**config.mk**
```make
export PLATFORM = sky130hd
export DESIGN_NAME = bus_master_port
export DESIGN_NICKNAME = d
export VERILOG_FILES = /design/src/rtl/bus_pkg.sv /design/src/rtl/bus_shift_reg.sv /design/src/rtl/bus_master_port.sv
export SDC_FILE = /design/constraint.sdc
export NUM_CORES = 1
export LEC_CHECK = 0
export CAP_MARGIN = 30
export CORE_MARGIN = 2
export CORE_UTILIZATION = 44
export CTS_CLUSTER_SIZE = 40
export DETAILED_ROUTE_END_ITERATION = 8
export GPL_TIMING_DRIVEN = 0
export PLACE_DENSITY_LB_ADDON = 0.15
export REMOVE_ABC_BUFFERS = 1
export SYNTH_ARGS = -nofsm -noshare
export SYNTH_HDL_FRONTEND = slang
export SYNTH_SLANG_ARGS = --single-unit
```
**constraint.sdc**
```tcl
create_clock -name clk -period 2.1 [get_ports clk]
set_clock_uncertainty 0.1 [all_clocks]
set_input_delay 0.525 -clock clk [delete_from_list [all_inputs] [get_ports clk]]
set_output_delay 0.525 -clock clk [all_outputs]
set_load 0.01 [all_outputs]
```
**src/rtl/bus_pkg.sv**
```systemverilog
// rtl/bus_pkg.sv - shared bus types and constants for master, arbiter and slave ports
package bus_pkg;

    typedef enum logic [3:0] {
        ST_IDLE,
        ST_REQ,
        ST_SEL,
        ST_CONN,
        ST_ADDR,
        ST_WDATA,
        ST_RDATA,
        ST_SUSP,
        ST_DONE
    } bus_state_t;

    localparam int         SEL_CYCLES    = 3;
    localparam logic [1:0] SLAVE_ILLEGAL = 2'd3;

endpackage

```
**src/rtl/bus_shift_reg.sv**
```systemverilog
// rtl/bus_shift_reg.sv - parallel-load shift register, MSB first, serial in at LSB
module bus_shift_reg #(
    parameter int W = 8
) (
    input  logic         clk,
    input  logic         reset,
    input  logic         load,
    input  logic [W-1:0] load_data,
    input  logic         shift_en,
    input  logic         serial_in,
    output logic [W-1:0] q
);

    // q[W-1] is the serial output bit
    always_ff @(posedge clk or negedge reset) begin
        if (!reset) begin
            q <= '0;
        end else if (load) begin
            q <= load_data;
        end else if (shift_en) begin
            q <= {q[W-2:0], serial_in};
        end
    end

endmodule

```
**src/rtl/bus_master_port.sv**
```systemverilog
// rtl/bus_master_port.sv - master-side serial bus controller with split suspension and timeout
module bus_master_port
    import bus_pkg::*;
#(
    parameter int ADDR_W  = 12,
    parameter int DATA_W  = 8,
    parameter int TIMEOUT = 255
) (
    input  logic              clk,
    input  logic              reset,
    input  logic              cmd_valid,
    output logic              cmd_ready,
    input  logic              cmd_write,
    input  logic [1:0]        cmd_slave,
    input  logic [ADDR_W-1:0] cmd_addr,
    input  logic [DATA_W-1:0] cmd_wdata,
    output logic              rsp_valid,
    output logic [DATA_W-1:0] rsp_rdata,
    output logic              rsp_error,
    output logic              m_request,
    output logic              m_address_valid,
    output logic              m_address,
    output logic              m_data,
    output logic              m_valid,
    output logic              m_write_en,
    input  logic              m_available,
    input  logic              m_ready,
    input  logic              m_data_in,
    input  logic              m_valid_in
);

    localparam int MAX_W = (ADDR_W > DATA_W) ? ADDR_W : DATA_W;
    localparam int CNT_W = $clog2(MAX_W + 1);
    localparam int TO_W  = $clog2(TIMEOUT + 1);

    bus_state_t        state, state_next, ret_state;
    logic [CNT_W-1:0]  bit_cnt;
    logic [TO_W-1:0]   to_cnt;
    logic              write_q;
    logic [1:0]        slave_q;
    logic              err_q;
    logic              accept, bit_step, err_set, rdata_done, timed_out, counting, state_change;
    logic [ADDR_W-1:0] addr_q;
    logic [DATA_W-1:0] wdata_q, rdata_q;
    logic              unused_bits;

    assign accept       = cmd_valid && (state == ST_IDLE);
    assign timed_out    = (to_cnt == TO_W'(TIMEOUT));
    assign counting     = state inside {ST_REQ, ST_CONN, ST_RDATA, ST_SUSP};
    assign state_change = (state_next != state);
    // Only the MSB of the outgoing registers leaves the block
    assign unused_bits  = ^{addr_q[ADDR_W-2:0], wdata_q[DATA_W-2:0], rdata_q[DATA_W-1]};

    bus_shift_reg #(.W(ADDR_W)) u_addr_sr (
        .clk(clk), .reset(reset), .load(accept), .load_data(cmd_addr),
        .shift_en(bit_step && (state == ST_ADDR)), .serial_in(1'b0), .q(addr_q)
    );

    bus_shift_reg #(.W(DATA_W)) u_wdata_sr (
        .clk(clk), .reset(reset), .load(accept), .load_data(cmd_wdata),
        .shift_en(bit_step && (state == ST_WDATA)), .serial_in(1'b0), .q(wdata_q)
    );

    bus_shift_reg #(.W(DATA_W)) u_rdata_sr (
        .clk(clk), .reset(reset), .load(accept), .load_data('0),
        .shift_en(bit_step && (state == ST_RDATA)), .serial_in(m_data_in), .q(rdata_q)
    );

    always_comb begin
        state_next      = state;
        bit_step        = 1'b0;
        err_set         = 1'b0;
        rdata_done      = 1'b0;
        cmd_ready       = 1'b0;
        rsp_valid       = 1'b0;
        rsp_error       = 1'b0;
        m_request       = 1'b0;
        m_address_valid = 1'b0;
        m_address       = 1'b0;
        m_data          = 1'b0;
        m_valid         = 1'b0;
        m_write_en      = 1'b0;
        case (state)
            ST_IDLE: begin
                cmd_ready = 1'b1;
                err_set   = (cmd_slave == SLAVE_ILLEGAL);
                if (cmd_valid) state_next = err_set ? ST_DONE : ST_REQ;
            end
            ST_REQ: begin
                m_request       = 1'b1;
                m_address_valid = 1'b1;
                if (m_available) begin
                    state_next = ST_SEL;
                end else if (timed_out) begin
                    state_next = ST_DONE;
                    err_set    = 1'b1;
                end
            end
            ST_SEL: begin
                m_request = 1'b1;
                m_valid   = 1'b1;
                bit_step  = 1'b1;
                m_address = (bit_cnt == CNT_W'(SEL_CYCLES - 1)) ? slave_q[0] : slave_q[1];
                if (bit_cnt == CNT_W'(SEL_CYCLES - 1)) state_next = ST_CONN;
            end
            ST_CONN: begin
                m_request = 1'b1;
                if (m_ready) begin
                    state_next = ST_ADDR;
                end else if (timed_out) begin
                    state_next = ST_DONE;
                    err_set    = 1'b1;
                end
            end
            ST_ADDR: begin
                m_request  = 1'b1;
                m_valid    = 1'b1;
                m_address  = addr_q[ADDR_W-1];
                m_write_en = write_q;
                // A bit counts as delivered only if the bus is still ours and the slave is ready
                if (!(m_available && m_ready)) begin
                    state_next = ST_SUSP;
                end else begin
                    bit_step = 1'b1;
                    if (bit_cnt == CNT_W'(ADDR_W - 1)) state_next = write_q ? ST_WDATA : ST_RDATA;
                end
            end
            ST_WDATA: begin
                m_request  = 1'b1;
                m_valid    = 1'b1;
                m_data     = wdata_q[DATA_W-1];
                m_write_en = write_q;
                if (!(m_available && m_ready)) begin
                    state_next = ST_SUSP;
                end else begin
                    bit_step = 1'b1;
                    if (bit_cnt == CNT_W'(DATA_W - 1)) state_next = ST_DONE;
                end
            end
            ST_RDATA: begin
                m_request = 1'b1;
                if (m_valid_in) begin
                    bit_step = 1'b1;
                    if (bit_cnt == CNT_W'(DATA_W - 1)) begin
                        state_next = ST_DONE;
                        rdata_done = 1'b1;
                    end
                end else if (timed_out) begin
                    state_next = ST_DONE;
                    err_set    = 1'b1;
                end
            end
            ST_SUSP: begin
                m_request = 1'b1;
                if (m_available && m_ready) begin
                    state_next = ret_state;
                end else if (timed_out) begin
                    state_next = ST_DONE;
                    err_set    = 1'b1;
                end
            end
            ST_DONE: begin
                rsp_valid  = 1'b1;
                rsp_error  = err_q;
                state_next = ST_IDLE;
            end
            default: state_next = ST_IDLE;
        endcase
    end

    always_ff @(posedge clk or negedge reset) begin
        if (!reset) begin
            state     <= ST_IDLE;
            ret_state <= ST_IDLE;
            bit_cnt   <= '0;
            to_cnt    <= '0;
            write_q   <= 1'b0;
            slave_q   <= '0;
            err_q     <= 1'b0;
            rsp_rdata <= '0;
        end else begin
            state <= state_next;
            if (accept) begin
                write_q <= cmd_write;
                slave_q <= cmd_slave;
            end
            if (state_next == ST_SUSP && state != ST_SUSP) ret_state <= state;
            if (state_next == ST_DONE && state != ST_DONE) err_q <= err_set;
            if (rdata_done) rsp_rdata <= {rdata_q[DATA_W-2:0], m_data_in};
            // Suspension keeps the bit position so the unacknowledged bit is resent
            if (state_change && state != ST_SUSP && state_next != ST_SUSP) begin
                bit_cnt <= '0;
            end else if (bit_step) begin
                bit_cnt <= bit_cnt + CNT_W'(1);
            end
            if (state_change || bit_step) begin
                to_cnt <= '0;
            end else if (counting) begin
                to_cnt <= to_cnt + TO_W'(1);
            end
        end
    end

endmodule

```
==> results.cfg, run 1 <==
[global_route]
grt_usage_pct = 19.9
grt_overflow = 0
grt_pass1_vias = 2620
antenna_found_initial = 0
grt_max_degree = 40
grt_pass1_wl_um = 13100

[final_layout]
diodes = 0
fill_cells = 602
drive_gt1_share_pct = 31.0
layout.nets = 451
area_growth_pct = 37.9

[worst_setup_path]
crit_top_cell = buf_6
startpoint_type = flop
critPathKind = flop to flop
slowest_stage = dfrtp_4
cp.required_ns = 2.23
cp_max_fo = 6
cp_cell_sequence = buf_6 > nor4bb_4 > buf_6 > nand2_8 > or2_4 > o2111ai_4 > nand4bb_4 > nor2_4 > or2_1
cp-end-kind = flop
cp.arrival_ns = 2.55
max_stage_delay_ns = 0.52

[sta]
slew_violations = 0
fmax_mhz = 412
hold_violations = 0
fin_setup_tns_ns = -5.41
holdWs_ns = 0.0543
fin_crit_sh_pct = 116
setup_viol = 29
rsz0062_at_grt = yes
worst_slew_pin_slew_ns = 0.513
min_period_ns = 2.43
relSlewSlack_pct = 65.8
layout_setup_ws_ns = -0.328

[power]
powerDensity_nw_per_um2 = 1170
leakage_uw = 0.00194
ir_drop_mv = 0.566

[detailed_routing]
totalWireLength_um = 7890
first_pass_iters = 4
dr.first_iter.drc_count = 147
vias = 2746
wire_per_inst_um = 15.1
dr.max_layer_used = met4
wl_met1_um = 3430
met2_length_um = 3960
postRouteAntennaNets = 0
dr_wl_met3_um = 384
avgViaCountPerCell = 5.26
drcViolationCount = 0

[logic_synthesis]
postSynthCellCount = 339
synthTopCellsByArea = dfrtp_1 (45%), nand2_1 (6.6%), nor2_1 (3.3%)
synthTopCellsByCount = dfrtp_1 (59), nand2_1 (58), nor2_1 (29), nand3_1 (18)
synth-simple-area-share_pct = 26.1
synth_enable_flop_cells = 0
yosysMostFrequentCell = dfrtp_1
synthDistinctLibCells = 59
avgSynthCellArea_um2 = 9.67
synthXorXnorAreaFrac_pct = 3.51
synth_compound_area_share_pct = 12.9
async_flop_share_pct = 100
synth_top_area_cell = dfrtp_1
ys_warn_count = 0
synthMuxAreaShare_pct = 6.18
synth_top_family_by_area = simple AND/OR/NAND/NOR gates
synth_top_area_share_pct = 45.0
ys_seq_area_share_pct = 45.0
synth-adder-area-share_pct = 1.15
synth_ff_type = dfrtp_1
synth.cell_area_um2 = 3280
synth_seq_cells = 59

[floorplan]
die_area_um2 = 8160
die_w_um = 90.3
die_h_um = 90.3
core-area_um2 = 7210
rows = 31
io_pins = 47
start_util_pct = 45.4

[cts]
cts_sinks = 59
cts_made_buffers = 9
htree_levels = 3
path_clk_slew_ns = 0.07
clk_path_buf_depth = 2
clk_latency_ns = 0.34
cts_tree = done
root_buffer = clkbuf_8
cts_hold_buf = 0

[place]
io_buffers = 46
hpwlAfterDp_um = 4860
gp_congestion = 0.842

[run_status]
violations = negative setup slack
status = finished, violations left

[job]
maxCapViolations = 0

[hold_path]
hold_class = input pin to asynchronous set/reset pin
cells by family after synthesis:
group	count (synthesis)
AO/OA/AOI/OAI	61
XOR/XNOR	11
adder cells (fa/ha/maj)	3
buffers and inverters	30
flip-flops	59
multiplexers	19
AND/OR/NAND/NOR	156
registers in the layout, indices dropped and copies added, names as in the netlist:
| signal | cells |
|---|---|
| err_q | 1 |
| ret_state | 4 |
| to_cnt | 8 |
| u_addr_sr.q | 12 |
| slave_q | 2 |
| state | 4 |
| u_wdata_sr.q | 8 |
| u_rdata_sr.q | 7 |
| rsp_rdata | 8 |
| bit_cnt | 4 |
| write_q | 1 |
stage by stage:
step	area, um^2	std cells	total power, uW	setup WS [ns]	utilization, %
floorplan	3140	317	2940	-0.801	-
global placement	3720	462	3440	-1.58	51.6
detailed placement	3780	466	3540	-1.11	52.4
CTS	4390	511	5140	-0.338	60.8
global route	4520	522	5680	-0.420	62.7
finish	4520	522	5290	-0.328	62.7
power by group:
part | switching [uW] | internal [uW]
clock | 490 | 553
sequential | 214 | 1450
combinational | 1340 | 1240
area by class of cell:
cell class | instances | area [um^2] | area share [%]
Clock inverter | 7 | 75.1 | 1.66
Multi-Input combinational cell | 250 | 1830 | 40.6
Timing Repair Buffer | 90 | 840 | 18.6
Sequential cell | 59 | 1490 | 33.0
Tap cell | 99 | 124 | 2.74
Inverter | 8 | 32.5 | 0.720
Clock buffer | 9 | 124 | 2.74
layout by cell type, fill, tap and decap left out, drive strengths merged, types with 3 or more instances in the layout:
cell,netlist,final
mux2i,9,9
and3,4,4
inv,8,10
nand2b,6,6
nor2,30,30
clkinvlp,0,3
clkbuf,6,12
a21oi,16,16
dfrtp,59,59
clkdlybuf4s50,0,33
o21ai,14,14
nor3b,3,3
nand2,59,59
xor2,6,6
and2,5,5
xnor2,5,5
nor3,3,3
buf,16,53
mux2,10,10
ha,3,3
a31oi,16,16
nand3,19,19
nand4,7,7
nor2b,5,5
layer usage:
layer,GRT usage (%),vias up
met2,33.0,70
met5,0,-
li1,-,1332
met1,25.9,1333
met4,5.38,0
met3,5.26,11
final timing paths:
| check | to | cells past startpoint | slack (ns) | startpoint |
|---|---|---|---|---|
| hold reg to reg | slave_q[0] | 2 | 0.38 | slave_q[0] |
| min in group clk | slave_q[0] | 2 | 0.38 | slave_q[0] |
| setup / recovery | ret_state[2] | 9 | -0.33 | state[0] |
| hold / removal | to_cnt[0] | 1 | 0.05 | reset |
| max in group asynchronous | u_addr_sr.q[5] | 2 | 1.27 | reset |
| setup reg to reg | ret_state[2] | 9 | -0.33 | state[0] |
what timing repair did:
action                                  in CTS  in global routing
buffers inserted                            29                 11
pin swaps                                   31                 21
cloned                                       0                  1
resized for setup                           89                 35
endpoints found under the setup margin      68                 51
critical path: cells and delay by family (launching register included):
| kind | cells | cell delay (ns) |
|---|---|---|
| AOI/OAI and AO/OA | 1 | 0.15 |
| buffers and inverters | 2 | 0.33 |
| DFF | 1 | 0.52 |
| and+or+nand+nor | 6 | 1.22 |
Power figures use the tool's default switching activity.
==> run 2: changes to the inputs <==
- CELL_PAD_IN_SITES_DETAIL_PLACEMENT: default -> 2
- CELL_PAD_IN_SITES_GLOBAL_PLACEMENT: default -> 2
- CORE_UTILIZATION: 44 -> 31
- CTS_CLUSTER_SIZE: 40 -> default
==> run 2 against run 1 <==
The run still ends with negative setup slack left. Clock power down 4%. Sequential power about the same. Register-to-register slack worse by 0.20 ns. Die area up 40%. Global-route usage up 0.80 points. Critical endpoint is now bit_cnt[2]. Largest power group unchanged.
==> results.cfg, run 2 (synthesis results as in run 1) <==
[final_layout]
largest_register_ff_count = 12
drive_gt1_share_pct = 40.0
final_util_pct = 48.8
final_common_cell = dfrtp_1
layout.nets = 481
area_growth_pct = 53.0
diodes = 0
final_area_um2 = 5010
largest_register = u_addr_sr.q
layout.cells.most_common_list = dfrtp_1 (54), nand2_1 (53), buf_4 (44), clkdlybuf4s50_1 (33), buf_6 (27)

[sta]
slew_violations = 0
fmax_mhz = 380
min_period_ns = 2.63
relSlewSlack_pct = 47.6
layout_setup_ws_ns = -0.529
hold_violations = 0
rsz0062_at_grt = yes
fin_crit_sh_pct = 125
worst_slew_pin_slew_ns = 0.786
setup_viol = 55
fin_setup_tns_ns = -13.38

[detailed_routing]
postRouteAntennaNets = 0
vias = 3080
dr.first_iter.drc_count = 131
drcViolationCount = 0
avgViaCountPerCell = 5.23
wire_per_inst_um = 22.2
first_pass_iters = 4
totalWireLength_um = 13100

[worst_setup_path]
startpoint_type = flop
critPathTopFamily = simple AND/OR/NAND/NOR gates
max_stage_delay_ns = 0.39
cp.required_ns = 2.28
cp.arrival_ns = 2.81
cp-end-kind = flop
worst-path-buf-inv = 2
cp_cell_sequence = buf_4 > ha_4 > nand3b_1 > buf_4 > nor2b_1 > a21oi_2 > o2111ai_4 > nor3_4 > nand3_4 > a31oi_1
reg2reg_slack_ns = -0.53
critPathKind = flop to flop
crit_top_cell = buf_4
cp_max_fo = 5
slowest_stage = dfrtp_1

[floorplan]
die_h_um = 107
core-area_um2 = 10300
die_area_um2 = 11400
io_pins = 47
die_w_um = 107
rows = 37
start_util_pct = 31.9

[place]
place_area_um2 = 3810
hpwlAfterDp_um = 6060
gp_congestion = 0.735
io_buffers = 46

[power]
ir_drop_mv = 0.465
leakage_uw = 0.00214
powerDensity_nw_per_um2 = 1240

[run_status]
status = finished, violations left
violations = negative setup slack

[global_route]
grt_pass1_vias = 3214
grt_max_degree = 60
grt_usage_pct = 20.7
antenna_found_initial = 0
grt_overflow = 0
grt_pass1_wl_um = 17800

[cts]
cts_sinks = 59
clk_latency_ns = 0.36
htree_levels = 3
clk_path_buf_depth = 2
root_buffer = clkbuf_8
cts_hold_buf = 0
cts_tree = done
cts_made_buffers = 9
path_clk_slew_ns = 0.08

[hold_path]
hold_class = input pin to asynchronous set/reset pin

[job]
maxCapViolations = 0
## run 2: cell type report
class | instances | area (um^2)
clock buffers | 12 | 155
clock inverters | 4 | 25.0
fillers | 1076 | 5260
inverters | 8 | 30.0
multi-input cells | 250 | 1970
flip-flops and latches | 59 | 1490
well taps | 136 | 170
repair buffers | 120 | 1170
## run 2: what timing repair did
| item | CTS | global route |
|---|---|---|
| cloned | 2 | 0 |
| gates resized for setup | 112 | 72 |
| setup endpoints to repair | 68 | 59 |
| pin swaps | 29 | 32 |
| setup buffers | 52 | 22 |
## run 2: path summary, 6_finish.rpt
| path | from | endpoint | depth (start not counted) |
|---|---|---|---|
| setup / recovery | bit_cnt[0] | bit_cnt[2] | 10 |
| hold / removal | reset | rsp_rdata[7] | 1 |
| setup reg to reg | bit_cnt[0] | bit_cnt[2] | 10 |
| hold reg to reg | ret_state[2] | ret_state[2] | 1 |
| max in group asynchronous | reset | state[0] | 1 |
| min in group clk | ret_state[2] | ret_state[2] | 1 |
## run 2: power by group
| group | total (uW) | internal (uW) | switching, uW |
|---|---|---|---|
| registers | 1690 | 1450 | 242 |
| logic | 3510 | 1690 | 1820 |
| clock network | 996 | 489 | 508 |
| total | 6200 | 3630 | 2570 |
## run 2: per-layer routing
metal | global-route usage, % | wire length [um]
met3 | 4.26 | 580
met4 | 9.18 | 620
met1 | 24.8 | 5230
met2 | 35.7 | 6660
met5 | 0 | 0
## run 2: per-stage QoR
stage	hold slack (ns)	instances	setup WS, ns	total power, uW
4_1_cts	0.180	570	-0.426	5400
6_report	0.141	589	-0.529	6200
2_1_floorplan	0.129	317	-0.801	2940
3_3_place_gp	0.357	499	-1.70	3510
5_1_grt	0.208	589	-0.599	6530
3_5_place_dp	0.362	502	-1.31	3640
==> run 3: changes to the inputs <==
- SKIP_CTS_REPAIR_TIMING: default -> 1
- SLEW_MARGIN: default -> 20
==> run 3 against run 2 <==
The run still ends with negative setup slack left. Wire length is 16% lower. Non-clock buffer count is 26 lower. Combinational power down 16%. Final cell count fell by 3.9%. Critical path type unchanged. Largest cell class unchanged. Highest routed layer unchanged.
==> results.cfg, run 3 (synthesis results as in run 1) <==
[run_status]
status = finished, violations left
violations = negative setup slack

[floorplan]
start_util_pct = 31.9
die_h_um = 107
die_area_um2 = 11400
die_w_um = 107
core-area_um2 = 10300
io_pins = 47
rows = 37

[job]
maxCapViolations = 0

[global_route]
grt_usage_pct = 16.5
grt_pass1_wl_um = 14500
gr-usage-met2_pct = 26.9
busiest_layer = met2
grt_overflow = 0
grt_util_met1_pct = 20.9
grt_pass1_vias = 2771
grt_max_degree = 35
grt_use_met3_pct = 5.05
antenna_found_initial = 0

[cts]
htree_levels = 3
path_clk_slew_ns = 0.07
cts_sinks = 59
cts_made_buffers = 9
root_buffer = clkbuf_8
cts_tree = done
clk_latency_ns = 0.35
clk_path_buf_depth = 2

[sta]
fin_crit_sh_pct = 123
holdWs_ns = 0.385
rsz0062_at_grt = yes
worst_slew_pin_slew_ns = 0.798
relSlewSlack_pct = 46.6
hold_violations = 0
min_period_ns = 2.59
fin_setup_tns_ns = -12.19
slew_violations = 0
setup_viol = 51
fmax_mhz = 386
layout_setup_ws_ns = -0.490

[final_layout]
instances_no_fill = 566
final_area_um2 = 4670
area_growth_pct = 42.6
layout.nets = 458
diodes = 0
layout.cells.most_common_list = nand2_1 (57), dfrtp_1 (55), clkdlybuf4s50_1 (33), buf_4 (30), nor2_1 (21)
drive_gt1_share_pct = 31.4
largest_register_ff_count = 12
largest_register = u_addr_sr.q
final_util_pct = 45.5
final_common_cell = nand2_1

[power]
ir_drop_mv = 0.435
powerDensity_nw_per_um2 = 1240
power_frac_comb_pct = 50.8
leakage_uw = 0.00201
clkPwrFrac_pct = 20.8
swShare_pct = 39.3
p_int_uw = 3530
seqPwrFrac_pct = 28.4
power_switching_uw = 2280

[worst_setup_path]
slowest_stage = a2111oi_4
cp_cell_sequence = and4b_4 > nand4_1 > a2111oi_4 > nor3b_2 > nand4bb_4 > nor2_4 > o22a_1
cp-end-kind = flop
cp.required_ns = 2.29
startpoint_type = flop
max_stage_delay_ns = 0.54
cp_max_fo = 6
critPathKind = flop to flop
cp.arrival_ns = 2.78

[place]
place_area_um2 = 3800
gp_congestion = 0.735
hpwlAfterDp_um = 6130
io_buffers = 46
dp.cells = 501

[detailed_routing]
dr.first_iter.drc_count = 114
vias = 2872
postRouteAntennaNets = 0
first_pass_iters = 4
totalWireLength_um = 11100
drcViolationCount = 0
wire_per_inst_um = 19.5
avgViaCountPerCell = 5.07

[hold_path]
hold_class = flop to flop
## run 3: critical path, delay by kind of cell (launching register included)
| family | cells | cell delay (ns) |
|---|---|---|
| AND/OR/NAND/NOR | 5 | 1.23 |
| AO/OA/AOI/OAI | 2 | 0.68 |
| flip-flops | 1 | 0.52 |
## run 3: power groups by stage
stage,registers (uW),clock network [uW],logic (uW)
3_3_place_gp,1760,0,1740
5_1_grt,1700,1300,3210
2_1_floorplan,1670,0,1270
6_report,1650,1210,2950
3_5_place_dp,1780,0,1830
4_1_cts,1760,1240,1850
## run 3: area by class of cell
cell class,instances,area (um^2)
Inverter,8,30.0
Sequential cell,59,1490
Fill cell,1106,5600
Timing Repair Buffer,94,891
Clock buffer,10,138
Clock inverter,6,88.8
Tap cell,136,170
Multi-Input combinational cell,253,1870
## run 3: per-stage QoR
step / power [uW] / setup slack [ns]
finish: 5810 / -0.490
global route: 6200 / -0.568
CTS: 4850 / -1.15
detailed placement: 3610 / -1.31
global placement: 3510 / -1.70
floorplan: 2940 / -0.801
## run 3: path summary, 6_finish.rpt
check                                      from               to  slack [ns]  cells past startpoint
worst max-delay path                   state[3]     ret_state[0]       -0.49                      7
worst min-delay path            u_wdata_sr.q[6]  u_wdata_sr.q[6]        0.38                      2
min in group asynchronous                 reset     rsp_rdata[2]        0.53                      2
worst max register to register         state[3]     ret_state[0]       -0.49                      7
worst min register to register  u_wdata_sr.q[6]  u_wdata_sr.q[6]        0.38                      2
max in group asynchronous                 reset     ret_state[3]        0.86                      3
## run 3: metal layers
metal,vias to the layer above,share of wire [%]
met5,-,0
met4,0,1.8
met3,11,3.5
met2,41,52
met1,1458,43
li1,1362,-
